### config.mk
export PLATFORM = sky130hd
export DESIGN_NAME = inst_axi_rd_bridge
export DESIGN_NICKNAME = d
export VERILOG_FILES = /design/src/rtl/inst_axi_rd_bridge.sv
export SDC_FILE = /design/constraint.sdc
export NUM_CORES = 1
export LEC_CHECK = 0
export CAP_MARGIN = 5
export CORE_AREA = 2 2 93 95
export CTS_CLUSTER_DIAMETER = 200
export DETAILED_ROUTE_END_ITERATION = 8
export DIE_AREA = 0 0 95 97
export HOLD_SLACK_MARGIN = 0.15
export PLACE_DENSITY = 0.86
export SLEW_MARGIN = 20
export SYNTH_ARGS = -nofsm -noshare
export SYNTH_HDL_FRONTEND = slang
export SYNTH_SLANG_ARGS = --single-unit
### constraint.sdc
create_clock -name clk -period 2.34 [get_ports clk]
set_clock_uncertainty 0.1 [all_clocks]
set_input_delay 0.351 -clock clk [delete_from_list [all_inputs] [get_ports clk]]
set_output_delay 0.351 -clock clk [all_outputs]
set_load 0.03 [all_outputs]
### src/rtl/inst_axi_rd_bridge.sv
// Instruction-side sram-like to AXI4 read bridge (single-beat, in-order).
// Optional macro: IBRIDGE_RRESP_CHECK_EN enables the sticky bus_err flag.
module inst_axi_rd_bridge #(
    parameter logic [3:0] INST_ARID       = 4'd0,
    parameter int         MAX_OUTSTANDING = 2
) (
    input  logic        clk,
    input  logic        resetn,
    input  logic        inst_sram_req,
    input  logic        inst_sram_wr,
    input  logic [1:0]  inst_sram_size,
    input  logic [31:0] inst_sram_addr,
    output logic        inst_sram_addr_ok,
    output logic        inst_sram_data_ok,
    output logic [31:0] inst_sram_rdata,
    output logic [3:0]  arid,
    output logic [31:0] araddr,
    output logic [7:0]  arlen,
    output logic [2:0]  arsize,
    output logic [1:0]  arburst,
    output logic        arlock,
    output logic [3:0]  arcache,
    output logic [2:0]  arprot,
    output logic        arvalid,
    input  logic        arready,
    input  logic [3:0]  rid,
    input  logic [31:0] rdata,
    input  logic [1:0]  rresp,
    input  logic        rlast,
    input  logic        rvalid,
    output logic        rready,
    output logic        bus_err
);

    localparam int CW = $clog2(MAX_OUTSTANDING + 1);
    localparam logic [CW-1:0] MAX_CNT = CW'(MAX_OUTSTANDING);

    typedef enum logic {
        AR_IDLE = 1'b0,
        AR_SEND = 1'b1
    } ar_state_e;

    ar_state_e       r_state;
    logic            r_arvalid;
    logic [31:0]     r_araddr;
    logic [2:0]      r_arsize;
    logic [CW-1:0]   r_outstanding;
    logic            r_data_ok;
    logic [31:0]     r_rdata;

    logic            w_accept;
    logic            w_rhs;
    logic            w_rready;
    logic            w_unused;

    assign w_accept = inst_sram_req & ~inst_sram_wr
                    & (r_state == AR_IDLE)
                    & (r_outstanding < MAX_CNT);
    assign w_rready = (r_outstanding != '0);
    assign w_rhs    = rvalid & w_rready;

    // rlast is redundant with arlen=0; rid/rresp only matter with checking on
    assign w_unused = &{1'b0, rlast, rid, rresp};

    assign inst_sram_addr_ok = w_accept;
    assign inst_sram_data_ok = r_data_ok;
    assign inst_sram_rdata   = r_rdata;
    assign arid    = INST_ARID;
    assign araddr  = r_araddr;
    assign arlen   = 8'd0;
    assign arsize  = r_arsize;
    assign arburst = 2'b01;
    assign arlock  = 1'b0;
    assign arcache = 4'd0;
    assign arprot  = 3'd0;
    assign arvalid = r_arvalid;
    assign rready  = w_rready;

    // AR channel FSM: hold address stable until arready, one request at a time
    always_ff @(posedge clk or negedge resetn) begin
        if (!resetn) begin
            r_state   <= AR_IDLE;
            r_arvalid <= 1'b0;
            r_araddr  <= 32'd0;
            r_arsize  <= 3'd0;
        end else begin
            unique case (r_state)
                AR_IDLE: begin
                    if (w_accept) begin
                        r_state   <= AR_SEND;
                        r_arvalid <= 1'b1;
                        r_araddr  <= inst_sram_addr;
                        r_arsize  <= {1'b0, inst_sram_size};
                    end
                end
                AR_SEND: begin
                    if (arready) begin
                        r_state   <= AR_IDLE;
                        r_arvalid <= 1'b0;
                    end
                end
                default: begin
                    r_state   <= AR_IDLE;
                    r_arvalid <= 1'b0;
                end
            endcase
        end
    end

    // Reads accepted but not yet returned; accept is gated so it cannot wrap
    always_ff @(posedge clk or negedge resetn) begin
        if (!resetn) begin
            r_outstanding <= '0;
        end else begin
            unique case ({w_accept, w_rhs})
                2'b10:   r_outstanding <= r_outstanding + 1'b1;
                2'b01:   r_outstanding <= r_outstanding - 1'b1;
                default: r_outstanding <= r_outstanding;
            endcase
        end
    end

    // Register the R beat toward fetch: one-cycle data_ok, rdata held between beats
    always_ff @(posedge clk or negedge resetn) begin
        if (!resetn) begin
            r_data_ok <= 1'b0;
            r_rdata   <= 32'd0;
        end else begin
            r_data_ok <= w_rhs;
            if (w_rhs) begin
                r_rdata <= rdata;
            end
        end
    end

`ifdef IBRIDGE_RRESP_CHECK_EN
    logic r_bus_err;

    // Sticky error on bad response code or foreign ID
    always_ff @(posedge clk or negedge resetn) begin
        if (!resetn) begin
            r_bus_err <= 1'b0;
        end else if (w_rhs && ((rresp != 2'b00) || (rid != INST_ARID))) begin
            r_bus_err <= 1'b1;
        end
    end

    assign bus_err = r_bus_err;
`else
    assign bus_err = 1'b0;
`endif

endmodule

Yosys cells after proc, flatten, opt, wreduce, memory -nomap -nowiden --
Index checks and enable logic that the tools add are counted.
Cells by class: add/subtract/negate cells 2, equal/unequal tests 4, muxes and demuxes 7, reductions and logical operators 4, bitwise logic cells 6, $lt $le $gt $ge 1
Operator list (count):
- $and 1x1->1 | 4
- $mux 1 | 4
- $ne 2x2->1 const B | 2
- $pmux 1 s2 | 2
- $pmux 2 s2 | 1
- $reduce_and 2->1 | 2
- $reduce_bool 2->1 | 2
- $add 2x1->2 const B | 1
- $eq 2x1->1 const B | 1
- $eq 2x2->1 const B | 1
- $lt 2x2->1 const B | 1
- $not 1->1 | 2
- $sub 2x1->2 const B | 1
Storage, ports and cells: flip-flop bits (word level) 71, logic and storage cells 31, input bits 79, output and inout port bits 94

Longest topological paths before layout --
Gate-level depths: netlist (run 1).
word-level depth 6, mapped depth 8, depth with buffers taken out 7

Worst setup path after synthesis (run 1) --
No wires, ideal clock.
path type register -> register, start register r_outstanding[1], end register r_outstanding[1], cell stages (with the launch flop) 8, path slack 0.450 ns, buffers on the path 1, arrival 1.711 ns, period minus slack after synthesis 1.890 ns, data required time 2.161 ns, cell sequence dfrtp_1 -> or2_1 -> nand2_2 -> buf_6 -> inv_1 -> ha_1 -> nor2_1 -> xor2_1
On the way: cells in the longest elaborated chain, start to end 4
Ends and longest elaborated chain:
- start, declared | line 47 | logic [CW-1:0] r_outstanding;
- start signal, assigned | line 116 | 2'b10: r_outstanding <= r_outstanding + 1'b1;
- start signal, assigned | line 117 | 2'b01: r_outstanding <= r_outstanding - 1'b1;
- start signal, assigned | line 118 | default: r_outstanding <= r_outstanding;
- $reduce_bool 2->1 * | line 59 | assign w_rready = (r_outstanding != '0);
- named net rready | line 31 | output logic rready,
- $and 1x1->1 * | line 60 | assign w_rhs = rvalid & w_rready;
- named net w_rhs | line 52 | logic w_rhs;
- $eq 2x1->1 / $eq 2x2->1 (equally long branches) | line 115 | unique case ({w_accept, w_rhs})
- $pmux 2 s2 / $reduce_bool 2->1 (equally long branches)
The timed path passes the listed nets; every way through them passes the cells marked *. A chain may end at the register's enable or synchronous reset.

Final worst setup path (run 1) --
start register r_outstanding[1], end output rready
On the way: cells in the longest elaborated chain, start to end 1
Ends and longest elaborated chain (line):
- $reduce_bool 2->1 | 59
- end, declared | 31
Every way passes these cells.

==> results of run 1 <==
==> logic make-up after synthesis <==
group                      count (synthesis)  synth area share [%]
buffers and inverters                     34                  9.82
xor gates and xnor gates                   3                 0.870
adders and majority gates                  1                 0.414
AOI/OAI and AO/OA                          3                 0.704
other                                      2                 0.249
muxes                                     66                  28.0
DFF                                       71                  58.8
and+or+nand+nor                            5                  1.16
==> layout make-up <==
class | count | area [um^2] | area share (%)
flip-flops and latches | 71 | 1780 | 38.6
repair buffers | 146 | 1450 | 31.4
multi-input cells | 102 | 1040 | 22.6
clock buffers | 11 | 141 | 3.07
well taps | 105 | 131 | 2.85
clock inverters | 5 | 57.6 | 1.25
inverters | 3 | 11.3 | 0.245
==> final timing paths <==
check / cells after the start / slack [ns] / startpoint / end
setup / recovery: 2 / 0.21 / r_outstanding[1] / rready
hold / removal: 1 / 0.40 / inst_sram_rdata[3] / inst_sram_rdata[3]
setup reg to reg: 4 / 0.55 / r_outstanding[1] / inst_sram_rdata[8]
hold reg to reg: 1 / 0.40 / inst_sram_rdata[3] / inst_sram_rdata[3]
max in group asynchronous: 2 / 0.96 / resetn / arsize[0]
min in group asynchronous: 2 / 0.61 / resetn / araddr[9]
==> stage by stage <==
stage | cell area, um^2 | cells | hold slack [ns] | utilization [%] | total power, W
6_report | 4600 | 443 | 0.405 | 56.6 | 0.00667
5_1_grt | 4600 | 443 | 0.417 | 56.6 | 0.00701
4_1_cts | 4600 | 443 | 0.408 | 56.6 | 0.00676
3_5_place_dp | 4390 | 426 | 0.392 | 54.0 | 0.00576
3_3_place_gp | 4390 | 426 | 0.388 | 54.0 | 0.00567
2_1_floorplan | 3100 | 207 | -0.0446 | - | 0.00432
==> layout by cell type, fill, tap and decap left out, types with 2 or more instances in the layout <==
master / Yosys / final
sky130_fd_sc_hd__inv_1: 3 / 3
sky130_fd_sc_hd__clkdlybuf4s50_1: 0 / 139
sky130_fd_sc_hd__clkbuf_8: 0 / 10
sky130_fd_sc_hd__nor2_1: 2 / 2
sky130_fd_sc_hd__dfrtp_1: 71 / 71
sky130_fd_sc_hd__clkinvlp_4: 0 / 3
sky130_fd_sc_hd__mux2_4: 27 / 27
sky130_fd_sc_hd__xnor2_1: 2 / 2
sky130_fd_sc_hd__mux2_2: 39 / 39
sky130_fd_sc_hd__buf_4: 24 / 6
sky130_fd_sc_hd__conb_1: 2 / 24
==> metal layers <==
layer / up-vias / wire length, um / track usage [%]
met5: - / 0 / 0
met4: 0 / 133 / 6.35
met3: 10 / 337 / 3.04
met2: 79 / 3570 / 26.2
met1: 935 / 2470 / 16.1
li1: 877 / - / -
==> registers in the layout, indices dropped and copies added (netlist names) <==
name,count
arsize,2
araddr,32
r_outstanding,2
inst_sram_rdata,32
r_state,1
arvalid,1
inst_sram_data_ok,1
==> critical path: stages (launching register included) <==
cell	delay [ns]
sky130_fd_sc_hd__dfrtp_1	0.44
sky130_fd_sc_hd__or2_1	0.28
sky130_fd_sc_hd__clkdlybuf4s50_1	0.63
==> power breakdown <==
group / internal (W) / switching, W / total [W]
clock network: 0.000520 / 0.000439 / 0.000959
registers: 0.00182 / 0.000332 / 0.00215
logic: 0.00174 / 0.00182 / 0.00356
==> results.txt, run 1 <==
* Share of Yosys cell area claimed by the top area cell type: 58.8%
* Largest fanout on the critical path: 4
- Cell Rows: 33
- IO Port Bufs: 141
- 0 antenna diodes ended up in the layout.
- The mapped netlist covers 0.00302 mm^2.
- The clock tree synthesis step divided the H-tree into 3 levels.
- In this run the deepest clock path goes through 2 buffers.
- Using the TritonRoute via totals, the vias-per-cell ratio works out to 4.29.
- For this configuration, the core starts out at a cell density of 37.1%.
- The first TritonRoute pass finished after 2 iterations.
- Share of synthesized registers carrying an async set or reset: 100%
* Maximum capacitance violations: 0
* Routability congestion estimate: 0.721
- For this run, the number of Yosys warnings is 0.
- Launching element type of the critical path: register
- At the later pin of the worst-skew pair, clock insertion delay measures 0.32 ns.
* Outcome: finished clean
- Filler cell count: 671
* Number of buffers added by the clock tree synthesis step: 9
* Path class of the lowest-slack min-delay path: register to register
- Synth top area cells: sky130_fd_sc_hd__dfrtp_1, sky130_fd_sc_hd__mux2_2, sky130_fd_sc_hd__mux2_4
* Clock tree from TritonCTS: done
- RSZ-0062 raised after global routing: false
- CTS placed an instance of sky130_fd_sc_hd__clkbuf_8 at the clock tree root.
* Slew Limit Fails: 0
- NumNets Final: 413
- In the post-route analysis, the smallest setup slack over all paths is 0.208 ns.
- Power spread over the standard cell area amounts to 1450 mW/mm^2.
* Final Cycle Share: 91.1%
- Die boundary height: 97 um
* Antenna violations before repair: 0
- For this run, design rule violations remaining after detail routing come to 0.
- Area of the placeable core: 0.00813 mm^2
* Total negative setup slack: 0 ns
- Post-synth EDFFs: 0
- The die covers 0.00922 mm^2.
- Leak pwr: 1.99 nW
* Maximum vdd ir drop: 0.593 mV
* Routed WL per cell: 14.7 um
* Critical path data arrival time: 1.68 ns
- Buffers inserted to repair hold after CTS numbered 1.
* Transition at the pin with the smallest max-transition slack: 0.871 ns
- Time the worst path needs with I/O delays and setup: 2.13 ns
* Flip-flop and latch count after synthesis: 71
* Total detailed-routing wirelength: 6.51 mm
- Gates resized during post-CTS repair numbered 0.
* Cell count after synthesis: 185
* Buffers inserted by post-CTS timing repair: 0
- Clock transition at the register clock pins on the worst setup and hold paths after CTS: 0.07 ns
* Sinks on Clock Net: 71
* Fraction of final layout cells with drive strength greater than 1: 26.3%
- GR Util All Layers: 14.5%
- Timing would allow up to 0.469 GHz.
* Via count of the first global-routing pass: 2119
- Worst relative slew slack: 41.9%
- For this design the top-level I/O count stands at 173.
- The synthesized design spends more area on one cell type than any other, namely sky130_fd_sc_hd__dfrtp_1.
* Syn_area_per_cell: 16.3 um^2
- Most numerous cell in the Yosys netlist: sky130_fd_sc_hd__dfrtp_1
- Entering global routing, the biggest net connects 72 pins.
* Chip width: 95 um
- The worst setup path is of the register to primary output kind.
* Worst slack at placement: 0.291 ns
- At the worst endpoint, the required time is 1.89 ns.
- The first global-routing pass estimated 10.4 mm of wire.
- Total vias in the final route: 1901
* # setup viols final: 0
* Synth unique cells: 18
- The total overflow left after global routing is 0.
- Synth-to-layout area growth: 52.4%
* Antenna viol nets, final: 0
- Proportion of synthesized chip area in sequential cells: 58.8%
- For this run, the leading register cell type out of synthesis is sky130_fd_sc_hd__dfrtp_1.
* Post-detail-place hpwl: 4.93 mm
* Total count of hold-check failures in the final report: 0
* Leading post-synthesis cells by instance count: sky130_fd_sc_hd__dfrtp_1, sky130_fd_sc_hd__mux2_2, sky130_fd_sc_hd__mux2_4, sky130_fd_sc_hd__buf_4, sky130_fd_sc_hd__buf_6
- The worst setup path is captured at a primary output.
- Initial drt markers: 33
Power figures use the tool's default switching activity.
==> run 2: changes to the inputs <==
==> constraint.sdc (replaced) <==
create_clock -name clk -period 2.2 [get_ports clk]
set_clock_uncertainty 0.1 [all_clocks]
set_input_delay 0.33 -clock clk [delete_from_list [all_inputs] [get_ports clk]]
set_output_delay 0.33 -clock clk [all_outputs]
set_load 0.03 [all_outputs]
==> run 2 against run 1 <==
Critical path depth unchanged. Cell count did not move. Setup slack got worse by 0.12 ns. Sequential cell count unchanged. Register-to-register slack got worse by 0.15 ns. Non-clock buffer count unchanged. Worst hold slack improved by 0.00062 ns. Core utilization increased by 0.68 points. Die area did not move. Sequential power is 6% higher. Clock power grew 32%. Largest power group unchanged. Highest routed layer unchanged.
==> results.txt, run 2 (same netlist as run 1, synthesis figures left out) <==
- The via count of the first global-routing pass was 2079.
- At the later pin of the worst-skew pair, clock insertion delay measures 0.33 ns.
- Routability congestion estimate: 0.715
- Transition at the pin with the smallest max-transition slack: 0.867 ns
- Number of instances resized during post-cts repair: 0
* Synth-to-layout area growth: 54.2%
* Starting density of the core: 37.1%
- Before antenna repair, the detailed router went through 4 iterations.
* Area of the placeable core: 0.00813 mm^2
- Kind of end point of the critical path: primary output
- Port buffering added 141 buffers.
- Cell area after layout: 0.00466 mm^2
* Path class of the lowest-slack min-delay path: register to register
- The critical path ends at rready.
- Worst relative slew slack: 42.2%
* Leading cell type in the layout, fill and taps excluded: sky130_fd_sc_hd__clkdlybuf4s50_1
- Registers are responsible for 31.0% of the overall power.
- Clock transition at the register clock pins on the worst setup and hold paths after CTS: 0.07 ns
- Outcome: finished clean
- The final layout contains 413 nets.
- After the first detailed-routing iteration, the DRC count stood at 46.
- Total internal power: 0.00457 W
- After layout, the worst path uses 95.9% of the clock period.
- Fraction of final layout cells with drive strength greater than 1: 26.6%
* Buffers inserted by post-CTS timing repair: 0
* Hold buffer count at cts: 1
- Critical path data arrival time: 1.68 ns
- The initialized floorplan defines 33 standard-cell rows.
- TritonCTS built the clock tree.
- The first global-routing pass estimated 10.2 mm of wire.
- Detailed placement finished with a half-perimeter wire length of 4.82 mm.
- Worst reg2reg setup slack: 0.40 ns
- Time the worst path needs with I/O delays and setup: 2.11 ns
* Placed inst area: 0.00439 mm^2
- Residual DRC count: 0
- Along the worst path, the maximum fanout reaches 4.
- Routed WL per cell: 14.3 um
* Total vias in the final route: 1894
- Net Sw Frac: 37.6%
- Die boundary height: 97 um
- Total detailed-routing wirelength: 6.35 mm
- The worst register-to-register path begins at r_outstanding[1].
* Die Footprint: 0.00922 mm^2
- First element of the critical path: r_outstanding[1]
- The die is 95 um wide.
- CP required: 1.77 ns
- Static timing analysis puts the maximum clock frequency at 0.474 GHz.
- Clock tree synthesis selected as its root buffer the cell sky130_fd_sc_hd__clkbuf_8.
- Setup repair after global routing left no endpoint under its margin.
- The worst register-to-register path ends at inst_sram_rdata[28].
* Antenna viol nets, final: 0
- Top library cells by usage in the layout, fill and taps aside: sky130_fd_sc_hd__clkdlybuf4s50_1, sky130_fd_sc_hd__dfrtp_1, sky130_fd_sc_hd__mux2_2
- Antenna violations before repair: 0
* # setup viols final: 0
* Power share of the combinational group: 51.6%
- Dividing the detail-routed via count by the number of cells gives 4.28.
- Launching element type of the critical path: register
- Global routing used 14.5% of the available tracks.
- Buffers inserted during clock tree synthesis total 9.
- In this run the number of H-tree levels came out at 3.
- IR analysis of the VDD net gives a maximum drop of 0.806 mV.
* Total count of hold-check failures in the final report: 0
* Number of top-level design ports: 173
- Total overflow reported by the global router: 0
- Clock network fraction of total power: 17.4%
- Leak pwr: 2.02 nW
- The clock net in this run drives a total of 71 sinks.
* Maximum number of pins on one net before global-route repair: 72
- Antenna cell count: 0
* Ratio of total power to cell area: 1570 mW/mm^2
- The number of pins exceeding their max-slew limit in the final report is 0.
* Total net switching power: 0.00276 W
* Path depth of the worst reg2reg path: 4
- Maximum buffer depth of the clock tree: 2
- Total negative setup slack: 0 ns
- The critical path is of the register to primary output type.
* Maximum capacitance violations: 0
run 2: layer usage:
layer  up-vias  share of wire, %  global-route usage [%]
met5         -                 0                       0
met1       938                37                    15.7
li1        871                 -                       -
met2        78                56                    26.4
met3         7               5.4                    3.12
met4         0               1.7                    6.13
run 2: power by group through the flow:
| stage | Clock [W] | Sequential [W] | Combinational, W |
|---|---|---|---|
| detailed placement | 0 | 0.00230 | 0.00382 |
| global placement | 0 | 0.00227 | 0.00376 |
| floorplan | 0 | 0.00348 | 0.00112 |
| finish | 0.00127 | 0.00228 | 0.00378 |
| global route | 0.00138 | 0.00236 | 0.00396 |
| CTS | 0.00132 | 0.00228 | 0.00383 |
run 2: how the worst min path moves through the flow:
| stage | depth (start not counted) | startpoint | slack (ns) | endpoint |
|---|---|---|---|---|
| floorplan | 0 | resetn | -0.07 | araddr[0] |
| global placement | 1 | inst_sram_rdata[2] | 0.39 | inst_sram_rdata[2] |
| detailed placement | 1 | inst_sram_rdata[1] | 0.39 | inst_sram_rdata[1] |
| CTS | 1 | inst_sram_rdata[3] | 0.41 | inst_sram_rdata[3] |
| global route | 1 | inst_sram_rdata[17] | 0.42 | inst_sram_rdata[17] |
| finish | 1 | inst_sram_rdata[3] | 0.41 | inst_sram_rdata[3] |
run 2: cell type report:
class | count | area [um^2]
fillers | 658 | 3480
clock inverters | 6 | 116
flip-flops and latches | 71 | 1780
repair buffers | 146 | 1450
multi-input cells | 102 | 1040
clock buffers | 10 | 138
well taps | 105 | 131
inverters | 3 | 11.3
run 2: critical path, stage by stage (launching register included):
cell	delay (ns)
sky130_fd_sc_hd__dfrtp_1	0.45
sky130_fd_sc_hd__or2_1	0.29
sky130_fd_sc_hd__clkdlybuf4s50_1	0.62
run 2: metrics by stage:
| step | std cells | util (%) | setup WS [ns] | hold WS (ns) | total power, W |
|---|---|---|---|---|---|
| after floorplan | 207 | - | 0.310 | -0.0656 | 0.00460 |
| after global placement | 426 | 54.0 | 0.203 | 0.387 | 0.00603 |
| after detailed placement | 426 | 54.0 | 0.197 | 0.392 | 0.00612 |
| after CTS | 443 | 57.3 | 0.0559 | 0.409 | 0.00743 |
| after global routing | 443 | 57.3 | 0.0206 | 0.419 | 0.00771 |
| final | 443 | 57.3 | 0.0911 | 0.406 | 0.00733 |
